**src/rtl/enc_pkg.sv**
```systemverilog
// Shared definitions for the encoder output path: lane geometry, the
// lane-vector type and the packing rule that turns two lane sets into a word.
package enc_pkg;

    localparam int ENC_W     = 4;
    localparam int ENC_LANES = 4;
    localparam int WORD_W    = 2 * ENC_LANES * ENC_W;

    // One result set: lanes [0:ENC_LANES-1], each ENC_W bits wide.
    typedef logic [ENC_W-1:0] enc_vec_t [ENC_LANES];

    // Set 1 fills the low half of the word, set 2 the high half.
    // Lane 0 of each set sits in the least significant nibble of its half.
    function automatic logic [WORD_W-1:0] pack_enc(input enc_vec_t set1,
                                                   input enc_vec_t set2);
        logic [WORD_W-1:0] word;
        word = '0;
        for (int i = 0; i < ENC_LANES; i++) begin
            word[i*ENC_W +: ENC_W]               = set1[i];
            word[(ENC_LANES+i)*ENC_W +: ENC_W]   = set2[i];
        end
        return word;
    endfunction

endpackage

```
**src/rtl/enc_word_fifo.sv**
```systemverilog
// Show-ahead synchronous FIFO: the head entry is presented combinationally
// while the FIFO is non-empty, and the output reads as zero when empty.
// A push against a full FIFO with no simultaneous pop is dropped and flagged.
module enc_word_fifo #(
    parameter  int DEPTH = 4,
    parameter  int WIDTH = 32,
    localparam int PTR_W = $clog2(DEPTH),
    localparam int CNT_W = PTR_W + 1
) (
    input  logic             i_clk,
    input  logic             i_rst,
    input  logic             i_clear,
    input  logic             i_push,
    input  logic [WIDTH-1:0] i_data,
    input  logic             i_pop,
    output logic [WIDTH-1:0] o_data,
    output logic             o_full,
    output logic             o_empty,
    output logic [CNT_W-1:0] o_count,
    output logic             o_drop
);

    logic [WIDTH-1:0] r_mem [DEPTH];
    logic [PTR_W-1:0] r_wr_ptr;
    logic [PTR_W-1:0] r_rd_ptr;
    logic [CNT_W-1:0] r_count;

    logic w_pop;
    logic w_push;

    // Qualify requests: a pop needs data, a push needs room (or a pop that
    // makes room in the same cycle). Clear overrides both.
    always_comb begin
        o_full  = (r_count == CNT_W'(DEPTH));
        o_empty = (r_count == '0);
        w_pop   = i_pop  & ~o_empty & ~i_clear;
        w_push  = i_push & (~o_full | w_pop) & ~i_clear;
        o_drop  = i_push & o_full & ~w_pop & ~i_clear;
        o_count = r_count;
        o_data  = o_empty ? '0 : r_mem[r_rd_ptr];
    end

    // Storage write; no reset needed because empty entries are never shown.
    always_ff @(posedge i_clk) begin
        if (w_push) begin
            r_mem[r_wr_ptr] <= i_data;
        end
    end

    // Pointer and occupancy bookkeeping; pointers wrap modulo DEPTH.
    always_ff @(posedge i_clk or posedge i_rst) begin
        if (i_rst) begin
            r_wr_ptr <= '0;
            r_rd_ptr <= '0;
            r_count  <= '0;
        end else if (i_clear) begin
            r_wr_ptr <= '0;
            r_rd_ptr <= '0;
            r_count  <= '0;
        end else begin
            if (w_push) begin
                r_wr_ptr <= r_wr_ptr + PTR_W'(1);
            end
            if (w_pop) begin
                r_rd_ptr <= r_rd_ptr + PTR_W'(1);
            end
            case ({w_push, w_pop})
                2'b10:   r_count <= r_count + CNT_W'(1);
                2'b01:   r_count <= r_count - CNT_W'(1);
                default: r_count <= r_count;
            endcase
        end
    end

endmodule

```
**src/rtl/enc_out_packer.sv**
```systemverilog
// Output packer behind the encoder output buffer: delays the buffer read
// strobe by one cycle to line up with the buffer's registered outputs,
// packs both lane sets into one word, queues it, and keeps a sticky flag
// for captures lost to a full queue.
module enc_out_packer
    import enc_pkg::*;
#(
    parameter  int DEPTH = 4,
    localparam int CNT_W = $clog2(DEPTH) + 1
) (
    input  logic                clk_i,
    input  logic                rst_i,
    input  logic                buf_read_en_i,
    input  logic [ENC_W-1:0]    output_1_i [ENC_LANES],
    input  logic [ENC_W-1:0]    output_2_i [ENC_LANES],
    input  logic                clear_i,
    output logic                rd_valid_o,
    input  logic                rd_ready_i,
    output logic [WORD_W-1:0]   rd_data_o,
    output logic [CNT_W-1:0]    count_o,
    output logic                overflow_o
);

    logic              r_cap_en;
    logic              r_overflow;
    logic [WORD_W-1:0] w_word;
    logic              w_full;
    logic              w_empty;
    logic              w_drop;

    // The buffer output is valid one cycle after its read strobe, so the
    // strobe is delayed by one flop to become the capture enable.
    // Clear deliberately leaves this flop alone.
    always_ff @(posedge clk_i or posedge rst_i) begin
        if (rst_i) begin
            r_cap_en <= 1'b0;
        end else begin
            r_cap_en <= buf_read_en_i;
        end
    end

    // Packed form of the current buffer outputs, written when cap_en is high.
    always_comb begin
        w_word = pack_enc(output_1_i, output_2_i);
    end

    enc_word_fifo #(
        .DEPTH (DEPTH),
        .WIDTH (WORD_W)
    ) u_fifo (
        .i_clk   (clk_i),
        .i_rst   (rst_i),
        .i_clear (clear_i),
        .i_push  (r_cap_en),
        .i_data  (w_word),
        .i_pop   (rd_ready_i),
        .o_data  (rd_data_o),
        .o_full  (w_full),
        .o_empty (w_empty),
        .o_count (count_o),
        .o_drop  (w_drop)
    );

    // Sticky overflow: set by a dropped capture, cleared only by clear/reset.
    always_ff @(posedge clk_i or posedge rst_i) begin
        if (rst_i) begin
            r_overflow <= 1'b0;
        end else if (clear_i) begin
            r_overflow <= 1'b0;
        end else if (w_drop) begin
            r_overflow <= 1'b1;
        end
    end

    assign rd_valid_o = ~w_empty;
    assign overflow_o = r_overflow;

    // A dropped capture can only ever happen against a full queue.
    drop_only_when_full: assert property (@(posedge clk_i) disable iff (rst_i)
        w_drop |-> w_full);

endmodule

```
**config.mk**
```make
export PLATFORM = sky130hd
export DESIGN_NAME = enc_out_packer
export DESIGN_NICKNAME = d
export VERILOG_FILES = /design/src/rtl/enc_pkg.sv /design/src/rtl/enc_word_fifo.sv /design/src/rtl/enc_out_packer.sv
export SDC_FILE = /design/constraint.sdc
export NUM_CORES = 1
export LEC_CHECK = 0
export BUFFER_PORTS_ARGS = -buffer_cell sky130_fd_sc_hd__buf_2
export CORE_MARGIN = 5
export CORE_UTILIZATION = 35
export CTS_BUF_LIST = sky130_fd_sc_hd__clkbuf_8
export CTS_CLUSTER_SIZE = 40
export DETAILED_ROUTE_END_ITERATION = 6
export PLACE_DENSITY = 0.51
export SYNTH_ARGS = -nofsm -noshare
export SYNTH_HDL_FRONTEND = slang
export SYNTH_SLANG_ARGS = --single-unit
```
**constraint.sdc**
```tcl
create_clock -name clk_i -period 3.51 [get_ports clk_i]
set_input_delay 0.702 -clock clk_i [delete_from_list [all_inputs] [get_ports clk_i]]
set_output_delay 0.702 -clock clk_i [all_outputs]
set_load 0.03 [all_outputs]
```
==> flow_summary.yaml <==
setup_path:
  r2r_cells: 4
  path_cells: "buf_4 > mux4_2 > and2b_1 > buf_2"
  reg2reg_setup_slack_ns: 1.22
  crit_family: "flip-flops"
  cp.depth: 4
  path_class: "register to output pin"
  crit_end: "rd_data_o[19]"
  crit_required_ns: 2.81
  timing.critical_path.buf_inv: 2
  critPathCaptureType: "output pin"
  startpoint: "u_fifo.r_rd_ptr[1]"
  critPathSlowestCell: "dfrtp_2"
  critPathMaxFanout: 20
  arrival_ns: 2.20
  timing.rr.end: "u_fifo.r_mem[2][13]"
  critPathMaxStageDelay_ns: 0.73
  cp-start-kind: "register"
  r2r_start: "u_fifo.o_count[2]"
clocking:
  cts_made_buffers: 17
  cts_tree: "built"
  cts.sinks: 137
  cts.root.buffer_cell: "clkbuf_8"
  ctsHtreeMaxLevel: 4
  post_cts_buffers: 0
  clkLatencyLatePin_ns: 0.42
  holdBufCountCts: 0
  clk_pin_slew_ns: 0.07
  ctsLongestPathBuffers: 2
  ctsResizeCount: 0
global_routing:
  grt_use_total: 0.1220
  grt_start_max_net_pins: 23
  gr-total-overflow: 0
  grt_pass1_vias: 3011
  antenna_found_initial: 0
  grt_pass1_wl_mm: 16.46
timing:
  setup_ws_ns: 0.6083
  drv_slew: 0
  rsz0062_at_grt: "no"
  fin_setup_tns_ns: 0
  period_needed_ns: 2.902
  relSlewSlack: 0.5764
  fmax_ghz: 0.3446
  finalCritPeriodShare: 0.8267
  tightestPinTransition_ns: 0.6353
  setup-violations-final: 0
  final_hold_viol_count: 0
  finClkSkew_ns: 0.008841
floorplanning:
  fp.dieW_um: 135.3
  core_um2: 15310
  rows: 45
  io_pins: 74
  start_util: 0.3590
  die_area_um2: 18310
  die_h_um: 135.3
yosys:
  syn_area_um2: 5498
  avgSynthCellArea_um2: 20.14
  synth_nets: 315
  ys_top_cells_by_area: "edfxtp_1, mux4_2, dfrtp_1"
  ys_seq_area_frac: 0.7401
  yosys_warnings: 0
  synthCells: 273
  ys_types: 36
  synth_top_cell_by_area: "edfxtp_1"
  synthFlopType: "edfxtp_1"
  synth.top_cells.by_count: "edfxtp_1, mux4_2, nor2b_1"
  ys_ff_latch: 137
  synthArstFlopShare: 0.06569
  synth_edf_count: 128
  yosysMostFrequentCell: "edfxtp_1"
  synth_top_cell_area_share: 0.6991
power_and_ir_drop:
  p_int_mw: 2.575
  irDropWorstVdd_uv: 288.9
  swShare: 0.2573
  pwr-share-clk: 0.311
  pwr_density_cell_nw_per_um2: 535.5
  combPwrFrac: 0.149
  power_mw: 3.467
  seq_power_share: 0.539
  p_leak_nw: 2.260
  netSwitchingPower_mw: 0.8922
worst_hold_path:
  hold_path_class: "input port to async pin"
drt:
  first_pass_iters: 4
  routed_wl_mm: 10.31
  wl_per_cell_um: 17.71
  drc_errors: 0
  drtAntennaViolNets: 0
  dr.first_iter.drc_count: 170
  vias_per_cell: 4.696
  vias: 2733
place:
  gp_congestion: 0.6688
  placed_cell_area_um2: 6145
  dp_slack_ns: 0.9567
  hpwl_mm: 6.444
  dp_cells: 550
  portBuffers: 73
outcome:
  status: "completed"
final_layout:
  stdcell_count: 582
  areaGrowthSynthToFinish_pct: 17.77
  postLayoutCellArea_um2: 6475
  fin_nets: 400
  drive_gt1_frac: 0.4043
  num_antenna_cells: 0
run:
  max_cap_viol_count: 0
[through the flow]
| stage | hold WS [ns] | util |
|---|---|---|
| after floorplan | 0.5299 | - |
| after global placement | 0.4984 | 0.4012 |
| after detailed placement | 0.4824 | 0.4012 |
| after CTS | 0.2131 | 0.4228 |
| after global routing | 0.2360 | 0.4228 |
| final | 0.2341 | 0.4228 |
[area by class of cell]
cell class,count,area (um2)
tap,211,264.0
inverter,7,26.28
sequential,137,4071
fill,1396,8840
clock inverter,15,96.34
timing repair buffer,83,490.5
clock buffer,17,234.0
multi-input combinational,112,1292
[cells in the final DEF (no fill, tap or decap), types with 2 or more instances in the layout]
master	synthesis	layout
a21oi_1	3	3
a31oi_1	2	2
and2_2	0	4
and2b_1	6	6
buf_12	1	4
buf_2	6	73
buf_4	3	6
clkbuf_8	0	17
clkinv_1	0	3
clkinv_2	0	5
clkinvlp_4	0	2
dfrtp_1	9	7
dfrtp_2	0	2
edfxtp_1	128	128
ha_1	4	4
inv_1	7	11
mux4_2	32	32
nand2_1	2	2
nand2b_1	2	2
nand3_1	2	2
nor2_1	5	5
nor2b_1	28	28
nor3_1	2	2
o2111ai_1	2	2
o21ai_0	2	2
xor2_1	3	3
[layer usage]
layer,GRT usage,up-vias,part of all wire
met5,0,-,0
met2,0.1928,69,0.49
met4,0.04367,0,0.013
li1,-,1251,-
met3,0.04123,13,0.047
met1,0.1577,1400,0.45
[power by group through the flow]
stage	sequential [mW]	clock, mW	combinational [mW]
floorplan	1.89	0	0.386
CTS	1.87	1.12	0.535
detailed placement	1.91	0	0.535
global route	1.88	1.20	0.564
global placement	1.90	0	0.530
finish	1.87	1.08	0.518
[registers in the layout, summed over array words and instances, names as in the netlist]
register	count
u_fifo.r_mem	128
u_fifo.o_count	3
u_fifo.r_rd_ptr	2
u_fifo.r_wr_ptr	2
overflow_o	1
r_cap_en	1
[logic make-up after synthesis]
family	count (synthesis)	share of synthesized area
flops	137	0.7401
simple gates	57	0.06486
mux	33	0.1331
buf+inv	24	0.02685
compound gates	13	0.01593
fa+ha+maj	5	0.01275
xor+xnor	4	0.006373
[worst min path at each step]
stage | startpoint | endpoint | cells past startpoint
floorplan | rst_i | overflow_o | 1
global placement | overflow_o | overflow_o | 2
detailed placement | overflow_o | overflow_o | 2
CTS | rst_i | overflow_o | 2
global route | rst_i | u_fifo.r_wr_ptr[0] | 2
finish | rst_i | overflow_o | 2
(Power assumes the default switching activity.)
